`config.mk`:
```
export PLATFORM = sky130hd
export DESIGN_NAME = count_extender_flat
export DESIGN_NICKNAME = d
export VERILOG_FILES = /design/src/rtl/count_extender_pkg.sv /design/src/rtl/count_extender_if.sv /design/src/rtl/count_extender_step_chk.sv /design/src/rtl/count_extender.sv /design/src/flat_wrapper.sv
export SDC_FILE = /design/constraint.sdc
export NUM_CORES = 1
export LEC_CHECK = 0
export CAP_MARGIN = 20
export CORE_UTILIZATION = 51
export DETAILED_ROUTE_END_ITERATION = 8
export GPL_TIMING_DRIVEN = 1
export HOLD_SLACK_MARGIN = 0.06
export PLACE_DENSITY = 0.79
export SETUP_SLACK_MARGIN = 0.05
export SLEW_MARGIN = 20
export SYNTH_ARGS = -nofsm -noshare
export SYNTH_HDL_FRONTEND = slang
export SYNTH_SLANG_ARGS = --single-unit
```
`constraint.sdc`:
```
create_clock -name clk -period 1.95 [get_ports clk]
set_input_delay 0.195 -clock clk [delete_from_list [all_inputs] [get_ports clk]]
set_output_delay 0.195 -clock clk [all_outputs]
set_load 0.03 [all_outputs]
```
`src/rtl/count_extender_pkg.sv`:
```
// Shared types and constants for the count extender and its step classifier.
package count_pkg;

  typedef enum logic [1:0] {
    IDLE  = 2'd0,
    TRACK = 2'd1,
    FAULT = 2'd2
  } state_t;

  typedef enum logic [1:0] {
    STEP_LEGAL   = 2'd0,
    STEP_WRAP_UP = 2'd1,
    STEP_WRAP_DN = 2'd2,
    STEP_SKIP    = 2'd3
  } step_t;

  localparam int         CNT_W   = 4;
  localparam logic [3:0] CNT_MAX = 4'hF;

  localparam logic DIR_UP = 1'b1;
  localparam logic DIR_DN = 1'b0;

endpackage

```
`src/rtl/count_extender_if.sv`:
```
// Bus between the upstream counter monitor and count_extender.
// Carries match_val/match only when COUNT_EXT_MATCH_EN is defined.
interface count_extender_if
  import count_pkg::*;
#(
  parameter int HI_W = 4
);
  logic                  en;
  logic [CNT_W-1:0]      count;
  logic                  up_down;
  logic                  load;
  logic                  clr;
  logic [HI_W+CNT_W-1:0] ext_count;
  logic                  wrap_up;
  logic                  wrap_dn;
  logic                  ovf;
  logic                  skip_err;
  logic                  busy;
`ifdef COUNT_EXT_MATCH_EN
  logic [HI_W+CNT_W-1:0] match_val;
  logic                  match;

  modport master (
    output en, count, up_down, load, clr, match_val,
    input  ext_count, wrap_up, wrap_dn, ovf, skip_err, busy, match
  );

  modport slave (
    input  en, count, up_down, load, clr, match_val,
    output ext_count, wrap_up, wrap_dn, ovf, skip_err, busy, match
  );
`else
  modport master (
    output en, count, up_down, load, clr,
    input  ext_count, wrap_up, wrap_dn, ovf, skip_err, busy
  );

  modport slave (
    input  en, count, up_down, load, clr,
    output ext_count, wrap_up, wrap_dn, ovf, skip_err, busy
  );
`endif
endinterface

```
`src/rtl/count_extender_step_chk.sv`:
```
// Combinational classifier of one counter step (prev -> count) given the direction.
module count_step_chk
  import count_pkg::*;
(
  input  logic [CNT_W-1:0] prev,
  input  logic [CNT_W-1:0] count,
  input  logic             up_down,
  output step_t            step
);
  logic [CNT_W-1:0] prev_inc;
  logic [CNT_W-1:0] prev_dec;

  assign prev_inc = prev + CNT_W'(1);
  assign prev_dec = prev - CNT_W'(1);

  // Wraps are tested first so the modulo-16 +/-1 compare never sees them.
  always_comb begin
    step = STEP_SKIP;
    if (up_down == DIR_UP && prev == CNT_MAX && count == '0) begin
      step = STEP_WRAP_UP;
    end else if (up_down == DIR_DN && prev == '0 && count == CNT_MAX) begin
      step = STEP_WRAP_DN;
    end else if (count == prev ||
                 (up_down == DIR_UP && count == prev_inc) ||
                 (up_down == DIR_DN && count == prev_dec)) begin
      step = STEP_LEGAL;
    end
  end

endmodule

```
`src/rtl/count_extender.sv`:
```
// Extends a 4-bit up/down counter to HI_W+4 bits by counting its wraps; flags skips and hi overflow.
// Optional registered compare output is built when COUNT_EXT_MATCH_EN is defined.
module count_extender
  import count_pkg::*;
#(
  parameter int HI_W = 4
) (
  input logic             clk,
  input logic             rst,
  count_extender_if.slave bus
);
  localparam int EXT_W = HI_W + CNT_W;

  state_t           state;
  step_t            step;
  logic [HI_W-1:0]  hi;
  logic [HI_W-1:0]  hi_nxt;
  logic [HI_W:0]    hi_inc;
  logic [HI_W:0]    hi_dec;
  logic [CNT_W-1:0] prev;
  logic [EXT_W-1:0] ext_q;
  logic             wrap_up_q;
  logic             wrap_dn_q;
  logic             ovf_q;
  logic             skip_q;
  logic             busy_q;

  // MSB of the result is the carry/borrow out of the high part.
  function automatic logic [HI_W:0] hi_add_one(input logic [HI_W-1:0] h);
    return {1'b0, h} + {{HI_W{1'b0}}, 1'b1};
  endfunction

  function automatic logic [HI_W:0] hi_sub_one(input logic [HI_W-1:0] h);
    return {1'b0, h} - {{HI_W{1'b0}}, 1'b1};
  endfunction

  count_step_chk u_step_chk (
    .prev    (prev),
    .count   (bus.count),
    .up_down (bus.up_down),
    .step    (step)
  );

  assign hi_inc = hi_add_one(hi);
  assign hi_dec = hi_sub_one(hi);

  // High part after this sample; clr beats load, load beats any wrap.
  always_comb begin
    hi_nxt = hi;
    case (state)
      TRACK: begin
        if (bus.clr) begin
          hi_nxt = '0;
        end else if (!bus.load) begin
          if (step == STEP_WRAP_UP) begin
            hi_nxt = hi_inc[HI_W-1:0];
          end else if (step == STEP_WRAP_DN) begin
            hi_nxt = hi_dec[HI_W-1:0];
          end
        end
      end
      FAULT: begin
        if (bus.clr) begin
          hi_nxt = '0;
        end
      end
      default: hi_nxt = hi;
    endcase
  end

  always_ff @(posedge clk) begin
    if (!rst) begin
      state     <= IDLE;
      hi        <= '0;
      prev      <= '0;
      ext_q     <= '0;
      wrap_up_q <= 1'b0;
      wrap_dn_q <= 1'b0;
      ovf_q     <= 1'b0;
      skip_q    <= 1'b0;
      busy_q    <= 1'b0;
    end else begin
      wrap_up_q <= 1'b0;
      wrap_dn_q <= 1'b0;
      if (bus.en) begin
        hi    <= hi_nxt;
        prev  <= bus.count;
        ext_q <= {hi_nxt, bus.count};
        case (state)
          IDLE: begin
            if (bus.clr) begin
              ovf_q  <= 1'b0;
              skip_q <= 1'b0;
            end
            state  <= TRACK;
            busy_q <= 1'b1;
          end
          TRACK: begin
            if (bus.clr) begin
              ovf_q  <= 1'b0;
              skip_q <= 1'b0;
            end else if (!bus.load) begin
              case (step)
                STEP_WRAP_UP: begin
                  wrap_up_q <= 1'b1;
                  if (hi_inc[HI_W]) ovf_q <= 1'b1;
                end
                STEP_WRAP_DN: begin
                  wrap_dn_q <= 1'b1;
                  if (hi_dec[HI_W]) ovf_q <= 1'b1;
                end
                STEP_SKIP: begin
                  skip_q <= 1'b1;
                  state  <= FAULT;
                  busy_q <= 1'b0;
                end
                default: ;
              endcase
            end
          end
          FAULT: begin
            if (bus.clr) begin
              ovf_q  <= 1'b0;
              skip_q <= 1'b0;
              state  <= TRACK;
              busy_q <= 1'b1;
            end
          end
          default: begin
            state  <= IDLE;
            busy_q <= 1'b0;
          end
        endcase
      end
    end
  end

  assign bus.ext_count = ext_q;
  assign bus.wrap_up   = wrap_up_q;
  assign bus.wrap_dn   = wrap_dn_q;
  assign bus.ovf       = ovf_q;
  assign bus.skip_err  = skip_q;
  assign bus.busy      = busy_q;

`ifdef COUNT_EXT_MATCH_EN
  logic match_q;

  always_ff @(posedge clk) begin
    if (!rst) begin
      match_q <= 1'b0;
    end else begin
      match_q <= bus.en && (state == TRACK) && ({hi_nxt, bus.count} == bus.match_val);
    end
  end

  assign bus.match = match_q;
`endif

endmodule

```
`src/flat_wrapper.sv`:
```
// flat-port wrapper written by rule: the top's interface ports become plain ports
module count_extender_flat import count_pkg::*;
#(
  parameter int HI_W = 4
)
  (clk, rst, bus_en, bus_count, bus_up_down, bus_load, bus_clr, bus_ext_count, bus_wrap_up, bus_wrap_dn, bus_ovf, bus_skip_err, bus_busy);
  count_extender_if #(.HI_W(HI_W)) bus_i ();
  input logic clk;
  input logic rst;
  input wire logic [$bits(bus_i.en)-1:0] bus_en;
  input wire logic [$bits(bus_i.count)-1:0] bus_count;
  input wire logic [$bits(bus_i.up_down)-1:0] bus_up_down;
  input wire logic [$bits(bus_i.load)-1:0] bus_load;
  input wire logic [$bits(bus_i.clr)-1:0] bus_clr;
  output wire logic [$bits(bus_i.ext_count)-1:0] bus_ext_count;
  output wire logic [$bits(bus_i.wrap_up)-1:0] bus_wrap_up;
  output wire logic [$bits(bus_i.wrap_dn)-1:0] bus_wrap_dn;
  output wire logic [$bits(bus_i.ovf)-1:0] bus_ovf;
  output wire logic [$bits(bus_i.skip_err)-1:0] bus_skip_err;
  output wire logic [$bits(bus_i.busy)-1:0] bus_busy;
  assign bus_i.en = bus_en;
  assign bus_i.count = bus_count;
  assign bus_i.up_down = bus_up_down;
  assign bus_i.load = bus_load;
  assign bus_i.clr = bus_clr;
  assign bus_ext_count = bus_i.ext_count;
  assign bus_wrap_up = bus_i.wrap_up;
  assign bus_wrap_dn = bus_i.wrap_dn;
  assign bus_ovf = bus_i.ovf;
  assign bus_skip_err = bus_i.skip_err;
  assign bus_busy = bus_i.busy;
  count_extender #(.HI_W(HI_W)) u_core (.clk(clk), .rst(rst), .bus(bus_i));
endmodule
```
---- Yosys cells after proc, flatten, opt, wreduce, memory -nomap -nowiden ----
Index checks and enable logic that the tools add are counted.
cells by class
  $add $sub $neg .......................... 4
  multipliers ............................. 0
  div/mod/pow operators ................... 0
  magnitude comparators ................... 0
  eq/ne operators ......................... 20
  shift operators ......................... 0
  mux-type cells .......................... 32
  bitwise logic cells ..................... 4
  reduce and logical (&&, ||, !) cells .... 17
operator list
  operator             count
  $mux 4               5
  $mux 1               14
  $mux 2               7
  $eq 4x4->1           3
  $reduce_and 5->1     2
  $eq 4x4->1 const B   2
  $logic_not 4->1      2
  $ne 2x2->1 const B   4
  $ne 4x3->1 const B   2
  $pmux 4 s2           1
  $reduce_and 7->1     1
  $eq 2x2->1 const B   3
  $logic_and 1x1->1    6
  $ne 3x3->1 const B   2
  $pmux 1 s2           3
  $pmux 2 s3           1
  $add 4x1->5 const B  1
  $reduce_or 5->1      1
  $sub 4x1->5 const B  1
  $add 4x1->4 const B  1
  $eq 2x1->1 const B   2
  $ne 4x2->1 const B   1
  $not 1->1            4
  $sub 4x1->4 const B  1
  other kinds (6)      7
word-level totals
  register bits ........................... 23
  latch bits .............................. 0
  RAM bits ................................ 0
  ROM bits ................................ 0
  input port bits ......................... 10
  output and inout port bits .............. 13
  logic and storage cells ................. 86
  memories ................................ 0

---- Longest topological paths before layout ----
Gate-level depths: netlist of run 1.
  depth in word-level cells ............... 14
  gate-level depth with buffers ........... 8
  depth with buffers taken out ............ 8

---- Modules after synthesis ----
From an unflattened synthesis of run 1, not the netlist that was laid out.
unflattened totals
  cell total of the unflattened synthesis .. 130
  area, all modules ....................... 1,178.6 um2
modules (own cells, without submodules)
  module          instances  cells each  area each (um2)  sequential area each (um2)
  count_extender  1          100         938.4            300.3
  count_step_chk  1          30          240.2            0.0

---- Least setup slack after synthesis of run 1 ----
OpenSTA, ideal clock, no wires.
  path kind ............................... register to register
  start ................................... register u_core.bus.ext_count[0] (netlist name)
  end ..................................... register u_core.busy_q (netlist: u_core.bus.busy)
  setup time .............................. 0.072 ns
  arrival time ............................ 1.955 ns
  required time ........................... 1.878 ns
  path slack .............................. -0.077 ns
  stages on the path, launching flop included .. 9
  path buffers ............................ 0
  period minus slack after synthesis ...... 2.027 ns
  path through ............................ dfxtp_1 -> inv_1 -> ha_1 -> xnor2_1 -> nor4_2 -> o2bb2ai_2 -> nor2_2 -> a21oi_2 -> mux2i_1
RTL lines
  item                  RTL line               RTL
  to (signal assigned)  count_extender.sv:81   busy_q <= 1'b0;
  to (signal assigned)  count_extender.sv:96   busy_q <= 1'b1;
  to (signal assigned)  count_extender.sv:115  busy_q <= 1'b0;
  to (decl)             count_extender.sv:26   logic busy_q;

---- Worst setup path in the final report of run 1 ----
  start ................................... input bus_count[2]
  end ..................................... register u_core.state[0]
on the way
  word-level cells in the longest chain between the ends .. 10
  elaborated cells on any way between the ends .. 17
  classes of those cells .................. 6 x eq/ne; 3 x mux; 8 x reduce/logical
RTL lines
  item                                   RTL line                       RTL
  from (decl)                            flat_wrapper.sv:11             input wire logic [$bits(bus_i.count)-1:0] bus_count;
  $eq 4x4->1                             count_extender_step_chk.sv:24  (up_down == DIR_UP && count == prev_inc) ||
  $logic_and 1x1->1                      count_extender_step_chk.sv:24
  $logic_or 1x1->1                       count_extender_step_chk.sv:23  end else if (count == prev ||
  $logic_or 1x1->1                       count_extender_step_chk.sv:24
  $mux 2                                 count_extender_step_chk.sv:23
  $mux 2                                 count_extender_step_chk.sv:21  end else if (up_down == DIR_DN && prev == '0 && count == CNT_MAX) begin
  $mux 2 (*)                             count_extender_step_chk.sv:19  if (up_down == DIR_UP && prev == CNT_MAX && count == '0) begin
  $eq 2x2->1 (*)                         count_extender.sv:103          case (step)
  $ne 2x2->1 (no source line) (*)        -
  $reduce_and 5->1 (no source line) (*)  -
  to (signal assigned)                   count_extender.sv:95           state <= TRACK;
  to (signal assigned)                   count_extender.sv:114          state <= FAULT;
  to (signal assigned)                   count_extender.sv:125          state <= TRACK;
  to (decl)                              count_extender.sv:14           state_t state;
Every way passes the cells marked *; elsewhere a longest branch is shown, timed or not.
A chain may end at the register's enable or synchronous reset.

==> results of run 1 <==
==> worst register-to-register path: cells and delay by family (launching register included) <==
family	cells	cell delay [ns]
xor+xnor	1	0.45
mux	1	0.19
flops	1	0.41
compound gates	2	0.32
simple gates	2	0.36
==> synth_stat cells (2+ instances only) <==
master    instances  area [µm²]
nand3_1          10        50.1
ha_1              9         113
nor3_1            3        15.0
dfxtp_1          15         300
a21oi_1           6        30.0
o21ai_0           8        40.0
mux2i_1           8        80.1
nand4_1           2        12.5
buf_2             2        10.0
and2_1            2        12.5
nor2_1           10        37.5
nand4b_1          2        17.5
a21boi_0          4        30.0
inv_1            11        41.3
xnor2_1           6        52.6
nand2_1          12        45.0
and4bb_2          3        37.5
nor2b_1           6        37.5
==> cells in the final DEF (no fill, tap or decap), types with 6 or more instances in the layout <==
cell,count
nand3_1,10
mux2i_1,8
nand2_1,12
nor2b_1,6
dfxtp_1,13
a21oi_1,6
nor2_1,10
buf_4,6
inv_1,11
clkdlybuf4s50_1,22
ha_1,9
o21ai_0,8
==> per-layer routing <==
metal	up-vias	wire length [µm]	GRT usage, %	share of wire [%]
li1	526	-	-	-
met1	475	1130	28.4	49
met2	23	1070	33.8	46
met3	2	91	4.67	3.9
met4	0	17	5.88	0.74
met5	-	0	0	0
==> layout make-up <==
class,instances,area [µm²]
multi-input combinational,105,785
fill,180,582
sequential,15,308
timing repair buffer,28,265
inverter,11,41.3
tap,27,33.8
clock buffer,3,22.5
clock inverter,1,5.00
==> power groups by stage <==
stage / clock network (mW) / logic, mW / registers (mW)
2_1_floorplan: 0 / 0.138 / 0.364
3_3_place_gp: 0 / 0.228 / 0.345
3_5_place_dp: 0 / 0.232 / 0.346
4_1_cts: 0.193 / 0.234 / 0.339
5_1_grt: 0.209 / 0.258 / 0.341
6_report: 0.186 / 0.236 / 0.337
==> through the flow <==
step	worst slack, ns	util, %	total power, mW	area, µm²	std cells
final	0.146	71.5	0.759	1460	190
after floorplan	0.0820	-	0.501	1150	135
after CTS	0.0646	70.9	0.765	1450	190
after global placement	-0.0198	69.5	0.573	1420	186
after detailed placement	-0.0478	69.5	0.578	1420	186
after global routing	0.0648	71.5	0.808	1460	190
==> cells by family after synthesis <==
logic type                 Yosys count  share of synthesized area, %
AOI/OAI and AO/OA                   23                          13.0
xor gates and xnor gates             9                          10.2
adders and majority gates            9                          9.85
buffers and inverters               15                          5.80
DFF                                 15                          26.3
muxes                                9                          7.99
and+or+nand+nor                     55                          26.9
==> timing repair <==
item / in CTS / in global routing
resized for setup: 0 / 3
hold buffers: 0 / 0
setup endpoints to repair: 0 / 4
==> how the worst max path moves through the flow <==
stage / cells past startpoint / from / slack, ns / end
global route: 6 / u_core.bus.ext_count[2] / 0.06 / u_core.bus.busy
floorplan: 8 / u_core.bus.ext_count[0] / 0.08 / u_core.bus.busy
detailed placement: 7 / bus_count[2] / -0.05 / u_core.state[0]
CTS: 8 / u_core.bus.ext_count[0] / 0.06 / u_core.state[0]
global placement: 7 / bus_count[2] / -0.02 / u_core.bus.busy
finish: 7 / bus_count[2] / 0.15 / u_core.state[0]
==> run summary, run 1 <==
Status -> finished clean
Share of cells above drive strength 1 -> 14.1%
Mapped Area -> 1140 µm²
Logic pwr share -> 31.1%
Buffers on Ports -> 22
Synth-to-layout area growth -> 27.7%
GRT overflow -> 0
Core footprint -> 2040 µm²
Overall routing resource usage -> 21.2%
ANT cells -> 0
Crit. End Element -> flop
Worst rel slew slack -> 65.4%
Initial antenna violation count -> 0
Antenna Violating Nets Remaining -> 0
Vias/cell -> 5.40
Peak VDD IR -> 449 µV
Post-synth EDFFs -> 0
Final nets -> 183
Syn nets -> 154
Worst EP required -> 2.18 ns
Yosys warnings -> 0
Placer congestion estimate -> 0.854
DR vias -> 1026
Final-report max-slew violation count -> 0
Drt pass-1 iters -> 4
First DRT Iteration DRCs -> 24
Die W -> 49.4 µm
Clock transition at the registers of the reported paths -> 0.10 ns
HPWL Detailed -> 1820 µm
Worst path arrival time -> 2.03 ns
Final setup violating endpoints -> 0
Cells after synthesis -> 135
Htree depth -> 1
Max Fclk -> 554 MHz
Worst Hold End -> u_core.bus.skip_err
Avg WL per Cell -> 12.1 µm
WHS -> 0.468 ns
Cell Int Power -> 516 µW
Pin count of the biggest net entering global routing -> 18
Global-route wire length before repair -> 4000 µm
Worst path slowest cell -> clkdlybuf4s50_1
R2R depth -> 6
Period utilisation layout -> 92.5%
Num Clock Sinks -> 15
Worst Hold Class -> reg -> reg
Critical Path Max Stage Delay -> 0.60 ns
Clock buffer count from CTS -> 3
Min-delay src -> u_core.bus.skip_err
Crit path kind -> in -> reg
Clk_lat worst skew -> 0.29 ns
Skew final -> 0.00305 ns
Hold path cells -> 2
P per Cell Area -> 520 nW/µm²
Sequential cell area fraction in the yosys report -> 26.3%
Post-synthesis register bit count -> 15
Cell variety after synth -> 34
Max clock buf depth -> 2
Die area -> 2440 µm²
CTS tree -> built
Post-CTS setup buffer count -> 0
Leakage -> 0.582 nW
Clk pwr share -> 24.5%
Row Count -> 16
Post-synthesis async set-or-reset flop share -> 0%
Final min period -> 1.80 ns
Root buffer cell -> clkbuf_4
Drt drc -> 0
R2R setup slack -> 0.17 ns
R2R Path Start -> u_core.bus.ext_count[2]
Vias in the first global route -> 929
Worst-Margin Slew -> 0.517 ns
CP startpoint kind -> primary input
Switch share -> 32.0%
Worst-path fanout max -> 6
Max_cap viols -> 0
TNS Setup -> 0 ns
Synth Area per Inst -> 8.47 µm²
Largest delay share family, worst path -> buffers and inverters
Post-synth top flop -> dfxtp_1
Die height -> 49.4 µm
RSZ-0062 raised after global routing -> no
Switching power -> 243 µW
Initial Util -> 56.0%
Endpoints failing hold -> 0
Detailed Route WL -> 2310 µm
Buffers & Inverters on Critical Path -> 1
Reg-to-reg endpoint -> u_core.state[0]
Crit path cell chain -> clkdlybuf4s50_1 > xor3_1 > nor4_2 > o2bb2ai_2 > nor2_2 > a21oi_2 > mux2i_1
# IOs -> 23
Part of the power in registers -> 44.4%
Note: power is estimated with default switching activity, not from simulation.
==> run 2, diff against run 1 <==
Settings changed: CAP_MARGIN 20 to 40, HOLD_SLACK_MARGIN 0.06 to 0.12.
==> results of run 2 <==
The final DEF is identical to that of run 1; final timing and power are the same.
==> run 3, diff against run 2 <==
Settings changed: CORE_UTILIZATION 51 to 54, PLACE_DENSITY 0.79 to 0.83.
Clock period 1.95 ns to 2.2 ns, I/O delays scaled along.
==> run 3 against run 2 <==
Register-to-register slack improved by 0.07 ns. Sequential cell count unchanged. Global-route usage increased by 3.8 points. Largest cell class unchanged. Sequential share of layout area increased by 0.41 points. Die area decreased by 5.3%. Critical path type is now reg -> reg. Cell area decreased by 3.5%. Final cell count decreased by 2.6%. Clock power decreased by 15%. Non-clock buffer count decreased by 5. Core utilization decreased by 0.42 points.
==> run summary, run 3 (synthesized netlist as in run 1, its figures left out) <==
GRT overflow -> 0
Max_cap viols -> 0
Detailed Route WL -> 2430 µm
Initial antenna violation count -> 0
Peak VDD IR -> 284 µV
Final setup violating endpoints -> 0
Worst path arrival time -> 2.19 ns
Max clock buf depth -> 2
First DRT Iteration DRCs -> 19
Most common cell after layout, fill and taps aside -> clkdlybuf4s50_1
Global-route wire length before repair -> 3920 µm
Clock transition at the registers of the reported paths -> 0.09 ns
P per Cell Area -> 468 nW/µm²
Buffers on Ports -> 22
Status -> finished clean
HPWL Detailed -> 1890 µm
Endpoints failing hold -> 0
Crit. End Element -> flop
Placement Cell Area -> 1380 µm²
Drt drc -> 0
Share of cells above drive strength 1 -> 10.1%
Buffers & Inverters on Critical Path -> 1
DR vias -> 1012
CTS tree -> built
Largest delay share family, worst path -> simple AND/OR/NAND/NOR gates
Synth-to-layout area growth -> 23.2%
Skew final -> 0.00513 ns
# IOs -> 23
Final-report max-slew violation count -> 0
Crit path cell chain -> inv_1 > ha_1 > xnor2_1 > nor4_2 > o2bb2ai_2 > o21ai_0 > nand3_1 > mux2i_1
Final core occ -> 71.1%
Final nets -> 178
Root buffer cell -> clkbuf_4
Final min period -> 1.96 ns
ANT cells -> 0
Placer congestion estimate -> 0.858
Critical Path Max Stage Delay -> 0.41 ns
Vias/cell -> 5.47
Avg WL per Cell -> 13.1 µm
Worst-path fanout max -> 7
Worst rel slew slack -> 64.5%
Post-route cell area -> 1410 µm²
TNS Setup -> 0 ns
Post-CTS setup buffer count -> 0
Max Fclk -> 510 MHz
Vias in the first global route -> 911
Setup WS post-layout -> 0.238 ns
Pre-CTS setup slack -> 0.0939 ns
Commonest non-fill, non-tap cells in the layout -> 22 x clkdlybuf4s50_1, 13 x dfxtp_1, 12 x nand2_1, 11 x inv_1
Crit path kind -> reg -> reg
Row Count -> 16
CP startpoint kind -> flop
Num Clock Sinks -> 15
RSZ-0062 raised after global routing -> no
Initial Util -> 57.7%
Clock buffer count from CTS -> 3
Worst path slowest cell -> dfxtp_2
Pin count of the biggest net entering global routing -> 18
Die area -> 2310 µm²
Antenna Violating Nets Remaining -> 0
Core footprint -> 1980 µm²
Die height -> 48.0 µm
Worst-Margin Slew -> 0.531 ns
Htree depth -> 1
Leakage -> 0.548 nW
Worst EP required -> 2.43 ns
Overall routing resource usage -> 25.0%
Clk_lat worst skew -> 0.29 ns
Worst Hold Class -> reg -> reg
Die W -> 48.0 µm
Drt pass-1 iters -> 4
Period utilisation layout -> 89.2%
-- run 3: cell count changes in the layout (fill, tap and decap cells not counted) --
cell      previous run  this run
dfxtp_2              0         2
xnor2_2              1         0
xnor2_1              5         6
dfxtp_4              2         0
clkinv_2             1         0
buf_4                6         1
clkbuf_1             0         1
-- run 3: what timing repair did --
item	in CTS	in global routing
hold buffers	0	0
resized for setup	0	2
endpoints found under the setup margin	0	3
-- run 3: metal layers --
layer	up-vias	GRT usage, %	wire, µm
li1	512	-	-
met1	472	29.3	1130
met2	22	41.9	1160
met3	6	7.17	83
met4	0	11.1	59
met5	-	0	0
-- run 3: worst min-delay path: stages, from the launching register on --
cell,delay (ns)
dfxtp_1,0.32
nand2_1,0.05
mux2i_1,0.05
-- run 3: final cells by class --
class                           count  area, µm²
Tap cell                           27       33.8
Clock buffer                        4       26.3
Multi-Input combinational cell    105        777
Timing Repair Buffer               23        228
Fill cell                         170        573
Inverter                           11       41.3
Sequential cell                    15        303
-- run 3: power by group --
| group | internal [mW] | switching, mW | leakage [nW] |
|---|---|---|---|
| Sequential | 0.286 | 0.0164 | 0.123 |
| Clock | 0.0706 | 0.0888 | 0.0150 |
| Combinational | 0.0963 | 0.102 | 0.410 |
-- run 3: worst paths after layout --
check | start | to | slack (ns) | cells past startpoint
max | u_core.bus.ext_count[0] | u_core.bus.skip_err | 0.24 | 8
min | u_core.bus.busy | u_core.bus.busy | 0.46 | 2
max reg2reg | u_core.bus.ext_count[0] | u_core.bus.skip_err | 0.24 | 8
min reg2reg | u_core.bus.busy | u_core.bus.busy | 0.46 | 2
-- run 3: through the flow --
step / power, mW / hold slack [ns] / std cells
2_1_floorplan: 0.444 / 0.370 / 135
3_3_place_gp: 0.498 / 0.449 / 181
3_5_place_dp: 0.505 / 0.454 / 181
4_1_cts: 0.665 / 0.466 / 185
5_1_grt: 0.704 / 0.510 / 185
6_report: 0.660 / 0.462 / 185
